==> config.mk <==
export PLATFORM = sky130hd
export DESIGN_NAME = tv80_bus_bridge
export DESIGN_NICKNAME = d
export VERILOG_FILES = /design/src/rtl/tv80_bridge_pkg.sv /design/src/rtl/tv80_bridge_timer.sv /design/src/rtl/tv80_bus_bridge.sv
export SDC_FILE = /design/constraint.sdc
export NUM_CORES = 1
export LEC_CHECK = 0
export ABC_AREA = 1
export CORE_UTILIZATION = 46
export CTS_CLUSTER_DIAMETER = 80
export DETAILED_ROUTE_END_ITERATION = 12
export GPL_ROUTABILITY_DRIVEN = 0
export MAX_ROUTING_LAYER = met4
export PLACE_DENSITY = 0.8
export SLEW_MARGIN = 20
export SYNTH_ARGS = -nofsm -noshare
export SYNTH_HDL_FRONTEND = slang
export SYNTH_SLANG_ARGS = --single-unit
==> constraint.sdc <==
create_clock -name clk -period 1.8 [get_ports clk]
set_input_delay 0.36 -clock clk [delete_from_list [all_inputs] [get_ports clk]]
set_output_delay 0.36 -clock clk [all_outputs]
set_load 0.005 [all_outputs]
==> src/rtl/tv80_bridge_pkg.sv <==
// Shared types and constants for the TV80 CPU-to-bus bridge.
package tv80_bridge_pkg;

    typedef enum logic [1:0] {
        ST_IDLE = 2'd0,
        ST_REQ  = 2'd1,
        ST_DONE = 2'd2
    } state_t;

    localparam logic [7:0] IDLE_DATA = 8'hFF;
    localparam int         CNT_W     = 8;

endpackage

==> src/rtl/tv80_bridge_timer.sv <==
// Cycle counter for one bus access: reports wait-state completion and timeout.
module tv80_bridge_timer
    import tv80_bridge_pkg::*;
#(
    parameter int WAIT_STATES = 0,
    parameter int TIMEOUT     = 255
) (
    input  logic clk,
    input  logic reset_n,
    input  logic start,
    input  logic clear,
    output logic done,
    output logic expired
);

    logic [CNT_W-1:0] cnt;
    logic             active;

    // cnt holds the number of full cycles spent in the request before the current one
    always_ff @(posedge clk or negedge reset_n) begin
        if (!reset_n) begin
            cnt    <= '0;
            active <= 1'b0;
        end else if (start) begin
            cnt    <= '0;
            active <= 1'b1;
        end else if (clear) begin
            cnt    <= '0;
            active <= 1'b0;
        end else if (active && cnt != '1) begin
            cnt <= cnt + 1'b1;
        end
    end

    assign done    = active && (int'(cnt) + 1 >= WAIT_STATES);
    assign expired = active && (int'(cnt) + 1 >= TIMEOUT);

endmodule

==> src/rtl/tv80_bus_bridge.sv <==
// Bridges TV80 CPU strobes to a req/ack bus with wait-state and timeout control.
// Define TV80_BRIDGE_IO_EN to forward I/O cycles; otherwise they complete locally.
module tv80_bus_bridge
    import tv80_bridge_pkg::*;
#(
    parameter int WAIT_STATES = 0,
    parameter int TIMEOUT     = 255
) (
    input  logic        clk,
    input  logic        reset_n,
    input  logic        mreq_n,
    input  logic        iorq_n,
    input  logic        rd_n,
    input  logic        wr_n,
    input  logic        m1_n,
    input  logic        rfsh_n,
    input  logic [15:0] A,
    input  logic [7:0]  dout,
    output logic        wait_n,
    output logic [7:0]  di,
    output logic        bus_req,
    output logic        bus_we,
    output logic        bus_io,
    output logic [15:0] bus_addr,
    output logic [7:0]  bus_wdata,
    input  logic        bus_ack,
    input  logic [7:0]  bus_rdata,
    output logic        err
);

`ifdef TV80_BRIDGE_IO_EN
    localparam bit IO_EN = 1'b1;
`else
    localparam bit IO_EN = 1'b0;
`endif

    state_t state;
    logic   acked;
    logic   ws_done, expired;
    logic   space, intack, is_io, access, fwd, proto_err, start, clear;

    always_comb begin
        space     = !mreq_n || !iorq_n;
        intack    = !m1_n && !iorq_n;
        is_io     = mreq_n && !iorq_n;
        access    = rfsh_n && space && (rd_n != wr_n) && !intack;
        fwd       = access && (IO_EN || !is_io);
        proto_err = rfsh_n && space && !rd_n && !wr_n;
        start     = (state == ST_IDLE) && fwd;
        clear     = (state != ST_REQ);
        wait_n    = !(start || state == ST_REQ);
    end

    tv80_bridge_timer #(
        .WAIT_STATES (WAIT_STATES),
        .TIMEOUT     (TIMEOUT)
    ) u_timer (
        .clk     (clk),
        .reset_n (reset_n),
        .start   (start),
        .clear   (clear),
        .done    (ws_done),
        .expired (expired)
    );

    always_ff @(posedge clk or negedge reset_n) begin
        if (!reset_n) begin
            state     <= ST_IDLE;
            acked     <= 1'b0;
            bus_req   <= 1'b0;
            bus_we    <= 1'b0;
            bus_io    <= 1'b0;
            bus_addr  <= '0;
            bus_wdata <= '0;
            di        <= IDLE_DATA;
            err       <= 1'b0;
        end else begin
            case (state)
                ST_IDLE: begin
                    acked <= 1'b0;
                    if (intack) begin
                        di    <= IDLE_DATA;
                        state <= ST_DONE;
                    end else if (proto_err) begin
                        err <= 1'b1;
                    end else if (fwd) begin
                        bus_req   <= 1'b1;
                        bus_addr  <= A;
                        bus_wdata <= dout;
                        bus_we    <= ~wr_n;
                        bus_io    <= IO_EN && is_io;
                        state     <= ST_REQ;
                    end else if (access) begin
                        // unforwarded I/O: reads float high, writes vanish
                        if (!rd_n) di <= IDLE_DATA;
                        state <= ST_DONE;
                    end
                end
                ST_REQ: begin
                    // an early ack is latched so the bus is freed while wait states run out
                    if (bus_ack && !acked) begin
                        acked   <= 1'b1;
                        bus_req <= 1'b0;
                        if (!bus_we) di <= bus_rdata;
                    end
                    if ((bus_ack || acked) && ws_done) begin
                        state <= ST_DONE;
                    end else if (!bus_ack && !acked && expired) begin
                        bus_req <= 1'b0;
                        di      <= IDLE_DATA;
                        err     <= 1'b1;
                        state   <= ST_DONE;
                    end
                end
                ST_DONE: begin
                    if (rd_n && wr_n) state <= ST_IDLE;
                end
                default: state <= ST_IDLE;
            endcase
        end
    end

endmodule

==> flow_metrics.py, run 1 <==
metrics = {
    "finish": {
        "fill_cells": 359,
        "final_cells": 416,
        "design_area_sq_um": 3500,
        "nets": 392,
        "syn_to_final_growth_pct": 46.6,
        "antenna_cells": 0,
        "layout-drive-gt1-share_pct": 24.1,
    },
    "critical_path": {
        "r2r_start": "u_timer.cnt[1]",
        "critPathLaunchType": "flop",
        "critical_path_class": "reg -> out",
        "r2r_end": "err",
        "end_kind": "output pin",
        "regToRegSetupSlack_ns": 0.12,
        "cpMaxStageDelayCell": "dfstp_2",
        "path_cells": "clkdlybuf4s50_1",
        "cp.arrival_ns": 1.37,
        "slowest_delay_ns": 0.56,
        "critPathBufInv": 1,
        "crit_cells": 1,
        "reg2regPathDepth": 12,
        "cp.required_ns": 1.44,
        "worstPathMaxFanout": 3,
        "critPathTopFamily": "flip-flops",
    },
    "timing": {
        "finalSetupViolations": 0,
        "fin_crit_sh_pct": 95.9,
        "slew_viol_final": 0,
        "hold_viol_final": 0,
        "fmax_mhz": 579,
        "clock_skew_ns": 0.00663,
        "fin_crit_ns": 1.73,
        "hold_slack_ns": 0.00327,
        "rsz0062_at_grt": "false",
        "layout_setup_ws_ns": 0.0734,
    },
    "route": {
        "wl_per_cell_um": 13.0,
        "vias": 2016,
        "drt-pass1-iter-count": 4,
        "remaining_drc_errors": 0,
        "drt-total-wl_um": 5430,
        "ant_nets": 0,
        "vias_per_cell": 4.85,
        "dr.first_iter.drc_count": 149,
    },
    "logic_synthesis": {
        "netlist_instances": 253,
        "netlist.area_leader.share_pct": 40.9,
        "synth_area_sq_um": 2390,
        "synthXorXnorAreaFrac_pct": 0,
        "yosys.area_share.simple_pct": 20.2,
        "syn_area_per_cell_sq_um": 9.43,
        "syn_nets": 297,
        "synth_top_area_cell": "dfrtp_1",
        "yosys_warnings": 0,
        "yosysSeqAreaShare_pct": 49.7,
        "synthTopCellsByArea": "dfrtp_1, mux2_4, nand2_1, dfstp_2, inv_1",
        "ys_seq_elements": 47,
        "synth_top_family_by_area": "simple AND/OR/NAND/NOR gates",
        "muxShareOfSynthArea_pct": 14.0,
        "synth-compound-area-share_pct": 7.08,
        "synth.distinct_cells": 28,
        "synth_fa_ha_area_share_pct": 1.57,
    },
    "floorplanning": {
        "core_area_sq_um": 4850,
        "ios": 78,
        "die_y_um": 74.0,
        "die_x_um": 74.0,
        "rows": 25,
        "start_util_pct": 49.2,
        "die-area_sq_um": 5480,
    },
    "clock_tree": {
        "cts.path.max_buffers": 2,
        "cts_buffers": 5,
        "clockRootBuffer": "clkbuf_8",
        "cts_sinks": 47,
        "ctsHoldBuffers": 0,
        "cts_htree_levels": 2,
        "clkLatencyLatePin_ns": 0.30,
        "cts_tree": "built",
        "path_clk_slew_ns": 0.09,
    },
    "outcome": {
        "outcome": "finished clean",
    },
    "grt": {
        "grt_pass1_vias": 2056,
        "grt_usage_pct": 22.9,
        "grt_pass1_wl_um": 9250,
        "grt_max_degree": 23,
        "antenna_found_initial": 0,
        "overflow": 0,
    },
    "min_path": {
        "min_path_type": "in -> async",
    },
    "place": {
        "place_area_sq_um": 3310,
        "dpl.cell_count": 405,
        "place_worst_setup_slack_ns": -0.481,
        "portBuffers": 76,
        "hpwl_um": 4050,
    },
    "run": {
        "drv_cap": 0,
    },
    "power": {
        "power_leakage_uw": 0.00162,
        "pwr_density_cell_nw_per_um2": 1250,
        "vdd_drop_max_mv": 0.834,
    },
}
cell type report:
type | instances | area [sq um] | share of cell area, %
Sequential cell | 47 | 1190 | 34.0
Multi-Input combinational cell | 166 | 1090 | 31.3
Timing Repair Buffer | 92 | 877 | 25.1
Inverter | 36 | 135 | 3.86
Tap cell | 67 | 83.8 | 2.40
Clock buffer | 6 | 82.6 | 2.36
Clock inverter | 2 | 35.0 | 1.00
repair_timing:
item	in CTS	in global routing
pin swaps	5	8
buffers inserted	1	1
setup endpoints to repair	21	13
gates resized for setup	11	17
cloned	0	1
metrics by stage:
step,TNS [ns],utilization (%),total power [uW]
5_1_grt,0,72.1,4640
4_1_cts,0,70.8,4380
3_5_place_dp,-10.84,68.2,3560
6_report,0,72.1,4360
3_3_place_gp,-10.04,68.2,3520
2_1_floorplan,0,-,2500
cells in the final DEF, fill, tap and decap left out, types with 2 or more instances in the layout:
cell and instances:
a21oi_1 4, a31oi_1 2, buf_2 2, buf_4 15, clkbuf_8 6, clkdlybuf4s50_1 69
dfrtp_1 36, dfrtp_2 3, dfstp_2 8, dlygate4sd2_1 5, ha_1 2, inv_1 34
inv_2 2, mux2_2 7, mux2_4 17, nand2_1 56, nand2_2 3, nand2_4 2
nand3_1 19, nand3_2 5, nor2_1 14, nor2_2 4, nor2_4 2, o21ai_0 16
o22ai_1 3
cell usage after synthesis, drive strengths merged:
cell and count:
o21ai 17, dfrtp 39, nor3 2, nand2 61, mux2 24, buf 3, a21oi 5, clkbuf 2
o22ai 3, nor2 20, inv 36, a311oi 1, nand3 24, dfstp 8, a31oi 2, conb 1
a21boi 2, ha 3
worst max-delay path by stage:
stage	from	to	slack, ns
after CTS	u_timer.cnt[0]	state[1]	0.04
after global routing	u_timer.cnt[1]	err	0.003
after global placement	rd_n	wait_n	-0.46
after detailed placement	rd_n	wait_n	-0.48
after floorplan	rd_n	bus_addr[0]	0.21
final	di[2]	di[2]	0.07
power breakdown:
| group | internal (uW) | leakage (uW) | switching [uW] |
|---|---|---|---|
| logic | 1180 | 0.000992 | 667 |
| clock network | 450 | 0.0000612 | 355 |
| registers | 1460 | 0.000564 | 248 |
flip-flops by register name (all words and copies together), names as in the netlist:
| register | cells |
|---|---|
| bus_addr | 16 |
| bus_we | 1 |
| u_timer.cnt | 8 |
| bus_wdata | 8 |
| err | 1 |
| bus_req | 1 |
| acked | 1 |
| u_timer.active | 1 |
| di | 8 |
| state | 2 |
kinds of logic (layout without fill, tap and decap cells):
group / count (synthesis) / count (layout)
muxes: 24 / 24
adders and majority gates: 3 / 3
DFF: 47 / 47
buffers and inverters: 41 / 136
and+or+nand+nor: 107 / 108
AOI/OAI and AO/OA: 30 / 30
other: 1 / 1
layer usage:
metal  part of all wire, %  up-vias  global-route usage (%)
met1                    43      942                    28.3
met5                     0        -                       -
met3                   6.6        8                    6.10
li1                      -     1002                       -
met2                    49       64                    37.4
met4                   1.2        0                    5.56
No activity file was read; power rests on OpenSTA's default activity.
==> run 2: changes to the inputs <==
CORE_UTILIZATION = 61   (was 46)
DONT_BUFFER_PORTS = 1   (was not set)
PLACE_DENSITY = 0.77   (was 0.8)
==> run 2 against run 1 <==
Compared with the run above: cell count decreased by 25%; clock skew about the same; global-route usage increased by 0.89 points; highest routed layer unchanged.
==> flow_metrics.py, run 2 (synthesized netlist as in run 1, its figures left out) <==
metrics = {
    "outcome": {
        "outcome": "finished clean",
    },
    "power": {
        "power_leakage_uw": 0.00127,
        "vdd_drop_max_mv": 0.847,
        "total_power_uw": 3550,
        "pwr_density_cell_nw_per_um2": 1350,
    },
    "route": {
        "wl_per_cell_um": 14.4,
        "dr.first_iter.drc_count": 116,
        "vias": 1696,
        "vias_per_cell": 5.45,
        "ant_nets": 0,
        "drt-pass1-iter-count": 4,
        "drt-total-wl_um": 4480,
        "remaining_drc_errors": 0,
    },
    "clock_tree": {
        "cts.path.max_buffers": 2,
        "post-cts-setup-buffer-count": 0,
        "path_clk_slew_ns": 0.09,
        "cts_sinks": 47,
        "cts_htree_levels": 2,
        "clkLatencyLatePin_ns": 0.31,
        "cts_tree": "built",
        "cts_buffers": 5,
        "clockRootBuffer": "clkbuf_8",
    },
    "grt": {
        "grt_max_degree": 48,
        "grt_pass1_vias": 1660,
        "antenna_found_initial": 0,
        "grt_usage_pct": 23.8,
        "met1_usage_pct": 30.4,
        "overflow": 0,
        "grt_pass1_wl_um": 7220,
        "use_met2_pct": 35.9,
        "met3_usage_pct": 6.51,
        "busiest_layer": "met2",
    },
    "finish": {
        "final_core_util_pct": 70.7,
        "syn_to_final_growth_pct": 10.1,
        "final_cell_mix": "nand2_1, dfrtp_1, inv_1, nand3_1, mux2_4",
        "mostFrequentLayoutCell": "nand2_1",
        "regMostFlops": "bus_addr",
        "fill_cells": 290,
        "largest_reg_flops": 16,
        "layout-drive-gt1-share_pct": 22.4,
        "nets": 306,
        "antenna_cells": 0,
    },
    "critical_path": {
        "cpMaxStageDelayCell": "dfrtp_1",
        "cp.required_ns": 1.44,
        "slowest_delay_ns": 0.44,
        "path_cells": "nor2_4 > inv_2 > nor3_4 > nor2_1",
        "worstPathMaxFanout": 6,
        "end_kind": "output pin",
        "regToRegSetupSlack_ns": 0.18,
        "cp.arrival_ns": 1.32,
        "critical_path_class": "reg -> out",
        "critPathLaunchType": "flop",
    },
    "timing": {
        "slew_viol_final": 0,
        "fin_crit_ns": 1.68,
        "fin_crit_sh_pct": 93.5,
        "rsz0062_at_grt": "true",
        "hold_slack_ns": 0.149,
        "fin_setup_tns_ns": 0,
        "layout_setup_ws_ns": 0.117,
        "hold_viol_final": 0,
        "fmax_mhz": 594,
        "finalSetupViolations": 0,
        "clock_skew_ns": 0.00653,
    },
    "floorplanning": {
        "rows": 22,
        "die_y_um": 64.5,
        "die_x_um": 64.5,
        "ios": 78,
        "die-area_sq_um": 4170,
        "core_area_sq_um": 3720,
        "start_util_pct": 64.2,
    },
    "place": {
        "portBuffers": 0,
        "hpwl_um": 3180,
        "place_worst_setup_slack_ns": 0.132,
    },
    "run": {
        "drv_cap": 0,
    },
    "min_path": {
        "min_path_type": "in -> reg",
    },
}
-- run 2: cell types whose count changed in the layout (fill, tap and decap cells not counted), sizes merged --
cell	delta
clkdlybuf4s50	-69
buf	-13
dlygate4sd2	-5
clkinv	-1
dlygate4sd3	+1
inv	+1
-- run 2: critical path: cells and delay by family (launching register included) --
family,cells,cell delay (ns)
buffers and inverters,1,0.07
DFF,1,0.44
and+or+nand+nor,3,0.52
-- run 2: metrics by stage --
| stage | cells | instance area, sq um |
|---|---|---|
| 2_1_floorplan | 253 | 2390 |
| 3_3_place_gp | 300 | 2450 |
| 3_5_place_dp | 300 | 2450 |
| 4_1_cts | 310 | 2610 |
| 5_1_grt | 311 | 2630 |
| 6_report | 311 | 2630 |
-- run 2: per-layer routing --
metal	wire length (um)	vias to the layer above
li1	-	839
met1	1960	787
met2	2140	63
met3	319	7
met4	67	0
met5	0	-
-- run 2: report_power, final --
part	internal, uW	leakage [uW]	switching [uW]
Sequential	1460	0.000569	321
Clock	457	0.0000618	369
Combinational	494	0.000641	452
-- run 2: final cells by class --
class	instances	area (sq um)	area share, %
sequential	47	1190	45.1
multi-input combinational	166	1040	39.8
inverter	36	135	5.14
clock buffer	6	82.6	3.14
timing repair buffer	6	80.1	3.05
tap	48	60.1	2.29
clock inverter	2	38.8	1.48
-- run 2: repair_timing --
action,CTS,global route
hold buffers,2,0
hold endpoints to repair,47,0
resized for setup,0,4
endpoints found under the setup margin,0,7
-- run 2: final timing paths --
path	start	endpoint	depth (start not counted)
max	state[0]	wait_n	4
min	wr_n	bus_we	1
min in group asynchronous	reset_n	u_timer.cnt[3]	2
max reg2reg	u_timer.cnt[0]	state[1]	12
max in group asynchronous	reset_n	di[4]	2
min reg2reg	bus_wdata[7]	bus_wdata[7]	1
